<file path="src/rtl/dmux16_stream.sv">
// Purpose: routes one source word per accepted cycle to one of N channels, or to all of them (broadcast).
// Latency: 1 cycle from accept to out_valid/out_data of the target channel(s).
// Backpressure: in_ready drops unless every target is free; broadcast is all-or-nothing; stalls are counted.
module dmux16_stream #(
  parameter int WIDTH = 16,
  parameter int N     = 4,
  parameter int SELW  = $clog2(N)
) (
  input  logic               clk,
  input  logic               reset,
  input  logic [WIDTH-1:0]   in_data,
  input  logic [SELW-1:0]    in_sel,
  input  logic               in_bcast,
  input  logic               in_valid,
  output logic               in_ready,
  output logic [N*WIDTH-1:0] out_data,
  output logic [N-1:0]       out_valid,
  input  logic [N-1:0]       out_ready,
  output logic [15:0]        stall_cnt
);

  // Per-channel holding registers and full flags.
  logic [N-1:0][WIDTH-1:0] r_data;
  logic [N-1:0]            r_valid;
  logic [15:0]             r_stall;

  // A channel is free when it is empty or its sink is taking the word this cycle.
  logic [N-1:0] w_free;
  logic [N-1:0] w_target;
  logic         w_ready;
  logic         w_accept;
  logic         w_stall;

  assign w_free = ~r_valid | out_ready;

  // Target mask: every channel on broadcast, otherwise the one selected.
  always_comb begin
    w_target = '0;
    for (int k = 0; k < N; k++) begin
      w_target[k] = in_bcast || (in_sel == SELW'(k));
    end
  end

  // Ready depends only on select, broadcast and sink readiness (never on in_valid),
  // so the source may look at it before offering a word. Held low during reset.
  always_comb begin
    w_ready = 1'b0;
    if (!reset) begin
      if (in_bcast) begin
        w_ready = &w_free;
      end else begin
        w_ready = w_free[in_sel];
      end
    end
  end

  assign w_accept = in_valid & w_ready;
  assign w_stall  = in_valid & ~w_ready;

  genvar g;
  generate
    for (g = 0; g < N; g++) begin : g_chan
      // Load beats drain so a draining channel takes the next word without a bubble.
      always_ff @(posedge clk) begin
        if (reset) begin
          r_valid[g] <= 1'b0;
          r_data[g]  <= '0;
        end else if (w_accept && w_target[g]) begin
          r_valid[g] <= 1'b1;
          r_data[g]  <= in_data;
        end else if (out_ready[g]) begin
          r_valid[g] <= 1'b0;
        end
      end
    end
  endgenerate

  // Saturating count of cycles where a word was offered but refused.
  always_ff @(posedge clk) begin
    if (reset) begin
      r_stall <= '0;
    end else if (w_stall && (r_stall != 16'hFFFF)) begin
      r_stall <= r_stall + 16'd1;
    end
  end

  assign in_ready  = w_ready;
  assign out_data  = r_data;
  assign out_valid = r_valid;
  assign stall_cnt = r_stall;

endmodule

</file>
<file path="config.mk">
export PLATFORM = sky130hd
export DESIGN_NAME = dmux16_stream
export DESIGN_NICKNAME = d
export VERILOG_FILES = /design/src/rtl/dmux16_stream.sv
export SDC_FILE = /design/constraint.sdc
export NUM_CORES = 1
export LEC_CHECK = 0
export BUFFER_PORTS_ARGS = -buffer_cell sky130_fd_sc_hd__buf_2
export CORE_MARGIN = 2
export CORE_UTILIZATION = 54
export DETAILED_ROUTE_END_ITERATION = 12
export PLACE_DENSITY = 0.85
export SLEW_MARGIN = 25
export SYNTH_ARGS = -nofsm -noshare
export SYNTH_HDL_FRONTEND = slang
export SYNTH_SLANG_ARGS = --single-unit
</file>
<file path="constraint.sdc">
create_clock -name clk -period 5 [get_ports clk]
set_input_delay 1 -clock clk [delete_from_list [all_inputs] [get_ports clk]]
set_output_delay 1 -clock clk [all_outputs]
set_load 0.005 [all_outputs]
</file>
==> metrics.csv <==
stage,metric,value,unit
run_status,status,completed,
timing,slew_violations,0,
cts,clk_pin_slew,80,ps
cts,cts_setup_buffers,0,
global_routing,overflow,0,
finish,fill_cells,507,
setup_path,regToRegStartpoint,stall_cnt[3]$_SDFFE_PP0P_,
setup_path,endpoint_kind,primary output,
power_and_ir_drop,power.leakage,1.706,nW
synthesis,synth_ff_type,dfxtp_1,
timing,hold_slack,453.3,ps
synthesis,synthCells,406,
finish,syn2layout_area_growth,22.50,%
routing,drc_errors,0,
routing,vias,3222,
finish,drive_gt1_frac,0.2756,
setup_path,reg2reg_slack,2610,ps
power_and_ir_drop,pwr_density_cell,321.8,nW/um^2
setup_path,timing.rr.end,stall_cnt[6]$_SDFFE_PP0P_,
timing,tns,0,ps
cts,worstSkewPairLatency,350,ps
global_routing,grt_max_degree,87,
synthesis,synth_most_common_cell,nand2_1,
run,drv_cap,0,
routing,drt-vias-per-instance,5.527,
timing,setup_violations,0,
cts,cts_made_buffers,9,
synthesis,yosysTopAreaCellShare,0.5101,
setup_path,setup.worst_path.class,primary input to primary output,
synthesis,ys_seq_area_frac,0.5101,
setup_path,cp.required,4000,ps
cts,cts_root_buffer,clkbuf_8,
global_routing,grt_pass1_wl,12580,um
routing,wl_per_cell,14.31,um
timing,hold_violations,0,
synthesis,async_flop_share,0,
floorplanning,ios,111,
routing,route.final.wire_length,8342,um
timing,fin_crit,3197,ps
min_path,min_to,out_data[0]$_SDFFE_PP0P_,
synthesis,yosysWarnings,0,
synthesis,synth_edf_count,0,
timing,finalCritPeriodShare,0.6393,
cts,cts_tree,done,
cts,htreeDepth,3,
cts,post_cts_resize_count,0,
timing,finalClockSkew,7.184,ps
setup_path,path_max_fanout,10,
global_routing,antenna_found_initial,0,
power_and_ir_drop,irDropWorstVdd,0.2276,mV
setup_path,start_kind,primary input,
floorplanning,die_width,82.14,um
min_path,holdPathStages,2,
synthesis,synth_cell_types,37,
finish,finalNetCount,530,
floorplanning,initial_core_util,0.5568,
synthesis,yosys.area.top_type,dfxtp_1,
global_routing,grt_use_total,0.2469,
cts,cts_sinks,84,
placement,hpwl,5717,um
synthesis,synth_nets,433,
routing,drt_iter0_drc,174,
routing,antenna_left,0,
min_path,hp-class,register to register,
cts,cts.path.max_buffers,2,
timing,rsz0062_at_grt,false,
setup_path,reg2reg_depth,6,
synthesis,synthTopCellsByArea,"dfxtp_1 51%, nand2_1 15%, a21oi_1 13%",
cts,ctsHoldBuffers,0,
placement,place.gp.congestion,0.8171,
synthesis,avgSynthCellArea,8.120,sq um
min_path,min_from,out_data[0]$_SDFFE_PP0P_,
floorplanning,num_rows,28,
timing,max_freq,0.3128,GHz
synthesis,ys_top_cells_by_count,"133 x nand2_1, 84 x dfxtp_1, 83 x a21oi_1",
floorplanning,die_y,82.14,um
placement,portBuffers,110,
setup_path,cp.arrival,2200,ps
finish,diodes,0,
global_routing,grt_pass1_vias,2706,
routing,firstDrtPassIters,4,
floorplanning,dieArea,6746,sq um
synthesis,syn-cell-area,3297,sq um
timing,worstMarginPinSlew,826.8,ps
timing,timing.slew.headroom,0.4482,
synthesis,yosys_register_bits,84,
floorplanning,core_area,5921,sq um
worst max path at each step:
stage                                           end      start  cells after the start  slack, ps
after CTS                                  in_ready  in_sel[1]                      5       1960
after floorplan                            in_ready  in_sel[1]                      4       2310
after detailed placement  out_data[62]$_SDFFE_PP0P_  in_sel[1]                      7       1900
after global routing                       in_ready  in_sel[1]                      6       1680
after global placement                     in_ready  in_sel[1]                      6       2010
final                                      in_ready  in_sel[1]                      6       1800
per-stage QoR:
| stage | cell area [sq um] | worst slack [ps] | std cells | power, mW | utilization |
|---|---|---|---|---|---|
| 4_1_cts | 4014 | 1963 | 583 | 1.304 | 0.6779 |
| 3_5_place_dp | 3822 | 1901 | 567 | 0.8438 | 0.6456 |
| 5_1_grt | 4039 | 1682 | 583 | 1.352 | 0.6822 |
| 2_1_floorplan | 3297 | 2308 | 406 | 0.7899 | - |
| 6_report | 4039 | 1803 | 583 | 1.300 | 0.6822 |
| 3_3_place_gp | 3822 | 2007 | 567 | 0.8393 | 0.6456 |
cell type report:
cell class / count / area, sq um / area share
clock buffers: 9 / 123.9 / 0.03067
clock inverters: 7 / 67.56 / 0.01673
inverters: 4 / 15.01 / 0.003717
multi-input cells: 292 / 1491 / 0.3693
flip-flops and latches: 84 / 1682 / 0.4164
well taps: 75 / 93.84 / 0.02323
repair buffers: 112 / 565.5 / 0.1400
placed cells by master (no fill, tap or decap), types with 5 or more instances in the layout:
cell	synthesis	final
or3_1	6	6
o31ai_1	7	7
a21oi_1	83	83
nor2_1	5	5
nand2b_1	6	6
or4_1	7	7
nand2_1	133	133
dfxtp_1	84	84
clkbuf_8	0	9
buf_2	14	110
nand3_1	6	6
logic make-up after synthesis:
family | synth area share
compound gates | 0.1753
fa+ha+maj | 0.003794
flops | 0.5101
mux | 0.01025
buf+inv | 0.04516
simple gates | 0.2554
power breakdown:
group / leakage [nW] / switching (mW) / internal, mW
sequential: 0.682 / 0.0124 / 0.692
clock: 0.103 / 0.240 / 0.229
combinational: 0.921 / 0.0809 / 0.0458
total: 1.71 / 0.333 / 0.967
state kept, by name, indices dropped and copies added, names as in the netlist:
register	cells
out_valid	4
out_data	64
stall_cnt	16
critical path: stages:
cell and delay (ps):
buf_2 100, inv_1 50, a21oi_1 390, o221ai_4 290, nor2_1 230, buf_2 140
routing by layer:
metal,track usage,vias to the layer above,share of wire
li1,-,1578,-
met1,0.2998,1499,0.41
met2,0.4187,130,0.50
met3,0.04130,15,0.071
met4,0.1317,0,0.020
met5,0,-,0
Power figures use the tool's default switching activity.
